<file path="config.mk">
export PLATFORM = sky130hd
export DESIGN_NAME = apb_master_arb
export DESIGN_NICKNAME = d
export VERILOG_FILES = /design/src/rtl/apb_master_arb.sv
export SDC_FILE = /design/constraint.sdc
export NUM_CORES = 1
export LEC_CHECK = 0
export BUFFER_PORTS_ARGS = -buffer_cell sky130_fd_sc_hd__buf_2
export CORE_ASPECT_RATIO = 0.6
export CORE_UTILIZATION = 25
export CTS_BUF_LIST = sky130_fd_sc_hd__clkbuf_4 sky130_fd_sc_hd__clkbuf_8
export DETAILED_ROUTE_END_ITERATION = 10
export PLACE_DENSITY_LB_ADDON = 0.1
export RECOVER_POWER = 50
export SYNTH_ARGS = -nofsm -noshare
export SYNTH_HDL_FRONTEND = slang
export SYNTH_SLANG_ARGS = --single-unit
</file>
<file path="constraint.sdc">
create_clock -name PCLK -period 2.8 [get_ports PCLK]
set_input_delay 0 -clock PCLK [delete_from_list [all_inputs] [get_ports PCLK]]
set_output_delay 0 -clock PCLK [all_outputs]
set_load 0.005 [all_outputs]
</file>
<file path="src/rtl/apb_master_arb.sv">
// Round-robin two-port APB master: one outstanding transfer, SETUP->ACCESS sequencing, registered outputs.
// Optional ACCESS watchdog built when APB_ARB_TIMEOUT_EN is defined.
module apb_master_arb #(
    parameter int unsigned ADDR_W  = 32,
    parameter int unsigned DATA_W  = 32,
    parameter int unsigned TIMEOUT = 16
) (
    input  logic              PCLK,
    input  logic              PRESETn,
    input  logic              req0,
    input  logic              req1,
    input  logic              wr0,
    input  logic              wr1,
    input  logic [ADDR_W-1:0] addr0,
    input  logic [ADDR_W-1:0] addr1,
    input  logic [DATA_W-1:0] wdata0,
    input  logic [DATA_W-1:0] wdata1,
    output logic              done0,
    output logic              done1,
    output logic              err0,
    output logic              err1,
    output logic [DATA_W-1:0] rdata0,
    output logic [DATA_W-1:0] rdata1,
    output logic              PSEL,
    output logic              PENABLE,
    output logic              PWRITE,
    output logic [ADDR_W-1:0] PADDR,
    output logic [DATA_W-1:0] PWDATA,
    input  logic [DATA_W-1:0] PRDATA,
    input  logic              PREADY
);

    typedef enum logic [1:0] {IDLE, SETUP, ACCESS, COMPLETE} state_e;

    state_e              state_q, state_d;
    logic                grant_q, grant_d;
    logic                last_grant_q, last_grant_d;
    logic                psel_q, psel_d;
    logic                penable_q, penable_d;
    logic                pwrite_q, pwrite_d;
    logic [ADDR_W-1:0]   paddr_q, paddr_d;
    logic [DATA_W-1:0]   pwdata_q, pwdata_d;
    logic                done0_q, done0_d;
    logic                done1_q, done1_d;
    logic [DATA_W-1:0]   rdata0_q, rdata0_d;
    logic [DATA_W-1:0]   rdata1_q, rdata1_d;
    logic                win_c;

`ifdef APB_ARB_TIMEOUT_EN
    localparam int unsigned CNT_W = $clog2(TIMEOUT + 1);
    logic [CNT_W-1:0]    cnt_q, cnt_d;
    logic                err0_q, err0_d;
    logic                err1_q, err1_d;
`endif

    // Tie goes to the port that did not win last time
    always_comb begin
        win_c = (req0 && req1) ? ~last_grant_q : req1;
    end

    always_comb begin
        state_d      = state_q;
        grant_d      = grant_q;
        last_grant_d = last_grant_q;
        psel_d       = psel_q;
        penable_d    = penable_q;
        pwrite_d     = pwrite_q;
        paddr_d      = paddr_q;
        pwdata_d     = pwdata_q;
        done0_d      = 1'b0;
        done1_d      = 1'b0;
        rdata0_d     = rdata0_q;
        rdata1_d     = rdata1_q;
`ifdef APB_ARB_TIMEOUT_EN
        cnt_d        = '0;
        err0_d       = 1'b0;
        err1_d       = 1'b0;
`endif
        case (state_q)
            IDLE: begin
                psel_d    = 1'b0;
                penable_d = 1'b0;
                if (req0 || req1) begin
                    grant_d  = win_c;
                    pwrite_d = win_c ? wr1 : wr0;
                    paddr_d  = win_c ? addr1 : addr0;
                    if (win_c ? wr1 : wr0) pwdata_d = win_c ? wdata1 : wdata0;
                    else                   pwdata_d = '0;
                    psel_d   = 1'b1;
                    state_d  = SETUP;
                end
            end
            SETUP: begin
                penable_d = 1'b1;
                state_d   = ACCESS;
            end
            ACCESS: begin
                if (PREADY) begin
                    psel_d    = 1'b0;
                    penable_d = 1'b0;
                    done0_d   = ~grant_q;
                    done1_d   = grant_q;
                    if (!pwrite_q) begin
                        if (grant_q) rdata1_d = PRDATA;
                        else         rdata0_d = PRDATA;
                    end
                    state_d   = COMPLETE;
                end
`ifdef APB_ARB_TIMEOUT_EN
                else if (cnt_q == CNT_W'(TIMEOUT - 1)) begin
                    // Slave never answered: abort with done+err, read data left untouched
                    psel_d    = 1'b0;
                    penable_d = 1'b0;
                    done0_d   = ~grant_q;
                    done1_d   = grant_q;
                    err0_d    = ~grant_q;
                    err1_d    = grant_q;
                    state_d   = COMPLETE;
                end else begin
                    cnt_d = cnt_q + CNT_W'(1);
                end
`endif
            end
            COMPLETE: begin
                last_grant_d = grant_q;
                state_d      = IDLE;
            end
            default: state_d = IDLE;
        endcase
    end

    always_ff @(posedge PCLK) begin
        if (!PRESETn) begin
            state_q      <= IDLE;
            grant_q      <= 1'b0;
            last_grant_q <= 1'b1;
            psel_q       <= 1'b0;
            penable_q    <= 1'b0;
            pwrite_q     <= 1'b0;
            paddr_q      <= '0;
            pwdata_q     <= '0;
            done0_q      <= 1'b0;
            done1_q      <= 1'b0;
            rdata0_q     <= '0;
            rdata1_q     <= '0;
        end else begin
            state_q      <= state_d;
            grant_q      <= grant_d;
            last_grant_q <= last_grant_d;
            psel_q       <= psel_d;
            penable_q    <= penable_d;
            pwrite_q     <= pwrite_d;
            paddr_q      <= paddr_d;
            pwdata_q     <= pwdata_d;
            done0_q      <= done0_d;
            done1_q      <= done1_d;
            rdata0_q     <= rdata0_d;
            rdata1_q     <= rdata1_d;
        end
    end

`ifdef APB_ARB_TIMEOUT_EN
    always_ff @(posedge PCLK) begin
        if (!PRESETn) begin
            cnt_q  <= '0;
            err0_q <= 1'b0;
            err1_q <= 1'b0;
        end else begin
            cnt_q  <= cnt_d;
            err0_q <= err0_d;
            err1_q <= err1_d;
        end
    end

    assign err0 = err0_q;
    assign err1 = err1_q;
`else
    // TIMEOUT only matters when the watchdog is built
    logic unused_timeout;
    assign unused_timeout = ^TIMEOUT;
    assign err0 = 1'b0;
    assign err1 = 1'b0;
`endif

    assign done0   = done0_q;
    assign done1   = done1_q;
    assign rdata0  = rdata0_q;
    assign rdata1  = rdata1_q;
    assign PSEL    = psel_q;
    assign PENABLE = penable_q;
    assign PWRITE  = pwrite_q;
    assign PADDR   = paddr_q;
    assign PWDATA  = pwdata_q;

endmodule

</file>
==> impl_results.md, run 1 <==
* Clock Pin Slew Worst Setup and Hold Paths at 70 ps
* FP Rows at 41
* H-tree level count at 4
* Placed instance area at 7270 µm²
* Number of global-route vias before repair at 6050
* Via count at 5868
* Grt met3 use at 5.98%
* DIE AREA at 22800 µm²
* Max-slew violations at 0
* Worst Skew at 8.91 ps
* Largest net degree at the start of global routing at 71
* Slew margin rel. at 55.8%
* Syn avg cell area at 8.99 µm²
* Dpl hpwl at 12300 µm
* Synthesized flop and latch total at 137
* Synth Warn # at 0
* CTS tree: done
* GPL Wtd Cong at 0.744
* Tcrit/Tclk final at 74.1%
* All-layer global routing usage at 17.0%
* Layout cells sized above 1 at 23.1%
* Leak at 3.76 nW
* Final net count at 1229
* Slowest-stage cell, CP: dfxtp_1
* Core area at 21300 µm²
* CP required at 3160 ps
* FFs w/ async S/R, synth at 0%
* Number of max-cap violations at 0
* Number of flops mapped to enable cells by yosys at 0
* Worst vdd rail ir drop at 282 µV
* Main synth FF type: dfxtp_1
* Grt total ovfl at 0
* Crit path launch type: flip-flop
* CP endpoint kind: flip-flop
* Clk Latency, worst-skew pair at 450 ps
* # port buffers at 299
* Routed Antenna Nets at 0
* DRT Wirelength at 19100 µm
* CTS sink cnt at 137
* DRC at 0
* Worst path buffer plus inverter count at 2
* Avg Vias per Cell at 4.35
* CP arrival at 2440 ps
* Drt pass-1 iters at 4
* Power Total at 0.00578 W
* Ant diodes at 0
* Syn-to-layout area delta at 65.8%
* CP cell instances: inv_1 > ha_1 > nand2_1 > or3_1 > buf_4 > nand2_1 > a21boi_0
* Clk buf depth at 2
* Max FO, Critical Path at 21
* PwrDens at 629 nW/µm²
* RSZ-0062 raised after global routing: no
* Starting Density at 26.0%
* Setup CP Type: flip-flop to flip-flop
* Fin. Hold Viols at 0
* Crit-path leading delay family: simple AND/OR/NAND/NOR gates
* Met2 Use GR at 27.6%
* Post-synthesis sequential area ratio at 49.5%
* Initial drt markers at 209
* Period minus WS final at 2070 ps
* Die width at 194 µm
* Post-CTS setup repair buffer count at 0
* Most used routing layer: met2
* Post-synthesis instance total at 616
* First-pass GRT wire length at 30600 µm
* # IOs at 302
* Worst-Margin Slew at 663 ps
* F_max at 482 MHz
* Yosys cell types at 27
* Initial antenna violation count at 0
* Per-cell routed wire length at 14.2 µm
* Met1 global-route usage at 20.8%
* Post-CTS sizing at 0
* Worst Hold Class: primary input to flip-flop
* Final Setup Violations at 0
* Setup TNS at 0 ps
* Max incr delay on CP at 420 ps
* Post-route cell area at 9190 µm²
* Num CTS Buffers at 17
* Die Span Y at 117 µm
* Mapped cell area at 5540 µm²
* Cts hold-fix bufs at 163
* Outcome: complete, no violations
* Root Driver: clkbuf_8
* Critical Path Most Common Cell: nand2_1
## cells in the final DEF (no fill, tap or decap), types with 3 or more instances in the layout
| master | synthesis | final |
|---|---|---|
| nand2_1 | 131 | 131 |
| bufinv_16 | 0 | 3 |
| a21boi_1 | 38 | 38 |
| nand3_1 | 34 | 34 |
| clkbuf_8 | 0 | 19 |
| a21oi_1 | 33 | 33 |
| mux2i_1 | 66 | 66 |
| buf_4 | 6 | 10 |
| buf_2 | 22 | 197 |
| clkinv_2 | 0 | 3 |
| nor2b_1 | 5 | 4 |
| o21ai_0 | 67 | 67 |
| clkbuf_1 | 22 | 101 |
| nor2_1 | 5 | 5 |
| dfxtp_1 | 137 | 137 |
| dlygate4sd3_1 | 0 | 163 |
| a21boi_0 | 27 | 27 |
| clkbuf_4 | 0 | 4 |
| ha_1 | 5 | 5 |
## sequential cells by signal, summed over array words and instances (netlist names)
| signal | cells |
|---|---|
| PADDR | 32 |
| PENABLE | 1 |
| PSEL | 1 |
| PWDATA | 32 |
| PWRITE | 1 |
| done0 | 1 |
| done1 | 1 |
| grant_q | 1 |
| last_grant_q | 1 |
| rdata0 | 32 |
| rdata1 | 32 |
| state_q | 2 |
## power breakdown
part	leakage [nW]	internal (W)	total [W]	switching [W]
sequential	1.12	0.00226	0.00243	0.000173
clock	0.209	0.000959	0.00174	0.000776
combinational	2.43	0.000728	0.00161	0.000883
## per-layer routing
layer	share of wire, %	up-vias
li1	-	2995
met1	47	2687
met3	6.4	17
met4	1.1	0
met5	0	-
met2	46	169
## cell type report
type / count / area, µm²
flip-flops and latches: 137 / 2740
clock inverters: 8 / 120
multi-input cells: 425 / 2560
fillers: 2197 / 12200
inverters: 3 / 11.3
repair buffers: 473 / 3110
well taps: 279 / 349
clock buffers: 23 / 292
## cells by family (layout without fill, tap and decap cells)
group	count (synthesis)	after routing	share of synthesized area, %
compound gates	171	171	18.8
fa+ha+maj	5	5	1.13
buf+inv	55	507	4.90
flops	137	137	49.5
mux	66	66	11.9
other cells	1	2	0.0677
simple gates	181	181	13.7
## stage by stage
| stage | hold WS (ps) | std cells | setup slack, ps | util, % |
|---|---|---|---|---|
| finish | 75.6 | 1348 | 726 | 43.0 |
| global route | 55.2 | 1348 | 475 | 43.0 |
| CTS | 28.6 | 1348 | 694 | 43.6 |
| detailed placement | 258 | 1154 | 709 | 34.1 |
| global placement | 258 | 1154 | 765 | 34.1 |
| floorplan | 135 | 617 | 1230 | - |
## worst register-to-register path, cell delays in order, from the launching register on
cell and delay (ps):
dfxtp_1 420, inv_1 90, ha_1 260, nand2_1 210, or3_1 420, buf_4 350, nand2_1 80, a21boi_0 180
## cell usage after synthesis, drive strengths merged (2+ instances only)
library cell | instances | area, µm²
a21boi | 66 | 499
a21oi | 33 | 165
a22oi | 2 | 15.0
buf | 30 | 178
clkbuf | 22 | 82.6
dfxtp | 137 | 2740
ha | 5 | 62.6
inv | 3 | 11.3
mux2i | 66 | 661
nand2 | 131 | 492
nand3 | 34 | 170
nor2 | 5 | 18.8
nor2b | 5 | 31.3
nor3 | 2 | 20.0
o21ai | 68 | 340
or3 | 2 | 12.5
## final timing paths
| kind | cells past startpoint | start | endpoint | slack [ps] |
|---|---|---|---|---|
| setup / recovery | 7 | state_q[0] | rdata0[12] | 730 |
| hold reg to reg | 2 | rdata1[3] | rdata1[3] | 450 |
| setup reg to reg | 7 | state_q[0] | rdata0[12] | 730 |
| hold / removal | 4 | wr0 | PWRITE | 80 |
(Power assumes the default switching activity.)
==> run 2: changes to the inputs <==
- clock period: 2.8 -> 1.74 ns (I/O delays scaled with it)
==> run 2 against run 1 <==
Against the previous run:
- worst setup slack got worse by 640 ps
- via count about the same
- final area rose by 1.4%
- critical endpoint is now PADDR[23]
- highest routed layer unchanged
- wire length grew 1.6%
==> impl_results.md, run 2 (same netlist as run 1, synthesis figures left out) <==
* Outcome: complete, no violations
* Clock Pin Slew Worst Setup and Hold Paths at 80 ps
* Drt pass-1 iters at 6
* Dpl hpwl at 12400 µm
* Clk pwr share at 26.9%
* Clk buf depth at 2
* Routed Antenna Nets at 0
* Switching Share at 32.6%
* Layout cells sized above 1 at 23.9%
* CTS sink cnt at 137
* Cell depth of the worst hold path at 4
* Internal power at 0.00612 W
* Number of global-route vias before repair at 6044
* RSZ-0062 raised after global routing: no
* Tcrit/Tclk final at 94.9%
* Leak at 3.82 nW
* DRC at 0
* Initial drt markers at 207
* Post-route cell area at 9320 µm²
* CP arrival at 1980 ps
* Ant diodes at 0
* Starting Density at 26.0%
* Final net count at 1239
* R2R depth at 5
* Die Span Y at 117 µm
* CP endpoint kind: flip-flop
* NetSw at 0.00296 W
* Worst Hold Class: primary input to flip-flop
* CP required at 2070 ps
* F_max at 606 MHz
* Setup CP Type: flip-flop to flip-flop
* Setup TNS at 0 ps
* DIE AREA at 22800 µm²
* CTS tree: done
* Clk Latency, worst-skew pair at 440 ps
* H-tree level count at 4
* Commonest non-fill, non-tap cells in the layout: buf_2 (199), dlygate4sd3_1 (164), dfxtp_1 (137)
* Commonest non-fill, non-tap cell in the layout: buf_2
* First-pass GRT wire length at 30900 µm
* Largest net degree at the start of global routing at 68
* Initial antenna violation count at 0
* GPL Wtd Cong at 0.715
* Grt total ovfl at 0
* Number of max-cap violations at 0
* Per-cell routed wire length at 14.3 µm
* Gate power share at 29.8%
* Num CTS Buffers at 17
* Via count at 5873
* Worst Skew at 15.7 ps
* Fin. Hold Viols at 0
* Period minus WS final at 1650 ps
* PwrDens at 974 nW/µm²
* DRT Wirelength at 19400 µm
* Core area at 21300 µm²
* R2R Setup Slk at 90 ps
* Fillers at 2128
* Placed instance area at 7420 µm²
* Crit path launch type: flip-flop
* Syn-to-layout area delta at 68.2%
* # IOs at 302
* Worst vdd rail ir drop at 460 µV
* Share of power burned in registers at 43.2%
* Max-slew violations at 0
* Root Driver: clkbuf_8
* Die width at 194 µm
* # port buffers at 299
* Final Setup Violations at 0
* Max FO, Critical Path at 10
* Avg Vias per Cell at 4.33
* All-layer global routing usage at 17.1%
* FP Rows at 41
-- run 2: cell type report --
| cell class | count | area [µm²] | share of cell area [%] |
|---|---|---|---|
| repair buffers | 483 | 3290 | 35.3 |
| flip-flops and latches | 137 | 2740 | 29.4 |
| multi-input cells | 425 | 2570 | 27.6 |
| well taps | 279 | 349 | 3.75 |
| clock buffers | 22 | 284 | 3.05 |
| clock inverters | 8 | 73.8 | 0.792 |
| inverters | 3 | 11.3 | 0.121 |
-- run 2: routing by layer --
layer  wire length (µm)  GRT usage [%]  up-vias
li1                   -              -     3004
met1               9080           21.5     2671
met3               1150           5.46       16
met5                  0              0        -
met2               8910           27.9      182
met4                242           5.41        0
-- run 2: per-stage QoR --
stage          std cells  hold slack (ps)  power [W]  util (%)  worst slack [ps]
6_report            1357             87.2    0.00908      43.7              89.0
5_1_grt             1357             88.1    0.00972      43.7              3.45
4_1_cts             1355             44.3    0.00929      44.1              82.0
3_5_place_dp        1161              258    0.00651      34.8               141
3_3_place_gp        1161              257    0.00654      34.8               158
2_1_floorplan        617              135    0.00522         -               173
-- run 2: final timing paths --
| kind | from | to |
|---|---|---|
| worst max-delay path | last_grant_q | PADDR[23] |
| worst min-delay path | req1 | PWRITE |
| worst max register to register | last_grant_q | PADDR[23] |
| worst min register to register | rdata1[8] | rdata1[8] |
-- run 2: power by group through the flow --
stage                     registers, W  logic, W  clock network (W)
after detailed placement       0.00397   0.00254                  0
final                          0.00392   0.00271            0.00245
after global placement         0.00399   0.00254                  0
after floorplan                0.00400   0.00123                  0
after global routing           0.00399   0.00302            0.00271
after CTS                      0.00392   0.00282            0.00256
-- run 2: repair_timing --
item,CTS,global route
gates resized for setup,0,2
endpoints found under the setup margin,0,2
hold endpoints to repair,133,1
setup buffers,0,2
hold buffers,164,1
-- run 2: worst max-delay path: stages (launching register included) --
cell,delay (ps)
dfxtp_1,340
a21boi_4,180
buf_12,160
mux2i_1,210
dlygate4sd3_1,570
a21oi_1,70
==> run 3: changes to the inputs <==
- CORE_UTILIZATION: 25 -> 46
- RECOVER_POWER: 50 -> not set
- clock period: 1.74 -> 1.6 ns (I/O delays scaled with it)
==> run 3 against run 2 <==
Against the previous run:
- sequential share of layout area down 0.62 points
- global-route usage up 16 points
- first-iteration DRC count up 31%
- register-to-register slack worse by 30 ps
- power up 18%
- maximum frequency up 7.1%
- critical endpoint is now rdata1[29]
==> impl_results.md, run 3 (same netlist as run 1, synthesis figures left out) <==
* RSZ-0062 raised after global routing: yes
* CP endpoint: rdata1[29]
* DIE AREA at 12500 µm²
* Clock Pin Slew Worst Setup and Hold Paths at 80 ps
* Placed instance area at 7270 µm²
* Grt total ovfl at 0
* Dpl cells at 1041
* Clk Latency, worst-skew pair at 440 ps
* CP arrival at 1910 ps
* Tcrit/Tclk final at 96.4%
* Commonest non-fill, non-tap cells in the layout: buf_2 (298), dlygate4sd3_1 (163), dfxtp_1 (135)
* First-pass GRT wire length at 31800 µm
* Final Setup Violations at 0
* Starting Density at 48.1%
* Clk buf depth at 2
* Outcome: complete, no violations
* DRT met1 WL at 8070 µm
* Post-Place Worst Slack at -40.4 ps
* CP required at 1970 ps
* Non-Filler Instances at 1245
* CP cell instances: inv_4 > ha_4 > nand2_4 > buf_4 > nor3_4 > buf_6 > buf_16 > nand2_1 > a21boi_1
* Final net count at 1243
* Slowest-stage cell, CP: dfxtp_4
* FF-to-FF End: rdata1[29]
* Layout cells sized above 1 at 34.3%
* Fin. Hold Viols at 0
* Post-route cell area at 9540 µm²
* CTS tree: done
* Die width at 144 µm
* # IOs at 302
* GPL Wtd Cong at 0.822
* DRT Wirelength at 21400 µm
* CTS sink cnt at 137
* FP Rows at 30
* Drt pass-1 iters at 5
* Met2 WL post-DR at 10600 µm
* Core area at 11500 µm²
* Setup slack after layout at 58.3 ps
* Setup TNS at 0 ps
* H-tree level count at 4
* Dpl hpwl at 11300 µm
* Setup CP Type: flip-flop to flip-flop
* Max FO, Critical Path at 8
* Via count at 6478
* Crit path launch: state_q[0]
* Routed Antenna Nets at 0
* Commonest non-fill, non-tap cell in the layout: buf_2
* Per-cell routed wire length at 17.2 µm
* Max-slew violations at 0
* All-layer global routing usage at 33.3%
* Avg Vias per Cell at 5.20
* R2R Setup Slk at 60 ps
* Initial drt markers at 272
* Worst Hold Class: primary input to flip-flop
* Leak at 4.34 nW
* Number of max-cap violations at 0
* Worst Skew at 16.2 ps
* Number of global-route vias before repair at 6457
* CP endpoint kind: flip-flop
* Syn-to-layout area delta at 72.2%
* R2r startpoint: state_q[0]
* Routed met3 length at 1720 µm
* Max incr delay on CP at 370 ps
* F_max at 649 MHz
* Largest net degree at the start of global routing at 69
* Root Driver: clkbuf_8
* # port buffers at 299
* Worst vdd rail ir drop at 789 µV
* R2R depth at 9
* Crit path launch type: flip-flop
* DRC at 0
* Period minus WS final at 1540 ps
* Die Span Y at 87 µm
* Uppermost layer routed: met4
* Num CTS Buffers at 17
* PwrDens at 1120 nW/µm²
* Initial antenna violation count at 1
## run 3: cell count changes in the layout (fill, tap and decap cells not counted), sizes merged
cell | previous run | this run
buf | 219 | 321
bufinv | 1 | 4
clkinv | 5 | 7
bufbuf | 0 | 1
dlygate4sd3 | 164 | 163
clkbuf | 122 | 21
diode | 0 | 1
## run 3: layout make-up
cell class / instances / area [µm²]
Sequential cell: 137 / 2750
Tap cell: 160 / 200
Inverter: 3 / 13.8
Fill cell: 671 / 1990
Antenna cell: 1 / 2.50
Timing Repair Buffer: 487 / 3550
Multi-Input combinational cell: 425 / 2590
Clock inverter: 13 / 178
Clock buffer: 19 / 249
## run 3: layer usage
metal,track usage [%],up-vias
met5,0,-
li1,-,3011
met4,24.5,0
met2,57.4,367
met3,9.18,98
met1,35.4,3002
## run 3: metrics by stage
| step | utilization [%] | power [W] | hold WS, ps |
|---|---|---|---|
| finish | 82.8 | 0.0107 | 29.9 |
| global route | 82.8 | 0.0112 | 39.9 |
| CTS | 82.2 | 0.0104 | 4.23 |
| detailed placement | 63.1 | 0.00697 | 258 |
| global placement | 63.1 | 0.00686 | 249 |
| floorplan | - | 0.00568 | 135 |
## run 3: worst min-delay path by stage
stage / startpoint / to / slack, ps / depth (start not counted)
after global placement: PRDATA[17] / rdata1[17] / 250 / 3
after CTS: wr0 / PWRITE / 4 / 4
after floorplan: PRDATA[1] / rdata0[1] / 130 / 2
final: wr0 / PWRITE / 30 / 4
after global routing: wr0 / PWRITE / 40 / 4
after detailed placement: PRDATA[21] / rdata1[21] / 260 / 3
## run 3: repair_timing
item / in CTS / in global routing
resized for setup: 12 / 8
cloned: 3 / 2
pin swaps: 2 / 2
buffers inserted: 1 / 2
endpoints found under the setup margin: 2 / 35
hold endpoints to repair: 135 / 0
hold buffers: 163 / 0
## run 3: critical path, delay by kind of cell, from the launching register on
| kind | cells | cell delay (ps) |
|---|---|---|
| simple gates | 3 | 320 |
| fa+ha+maj | 1 | 140 |
| buf+inv | 4 | 500 |
| compound gates | 1 | 150 |
| flops | 1 | 370 |
## run 3: report_power, final
part / switching (W) / internal, W
clock: 0.00136 / 0.00172
sequential: 0.000331 / 0.00397
combinational: 0.00171 / 0.00158
total: 0.00341 / 0.00727
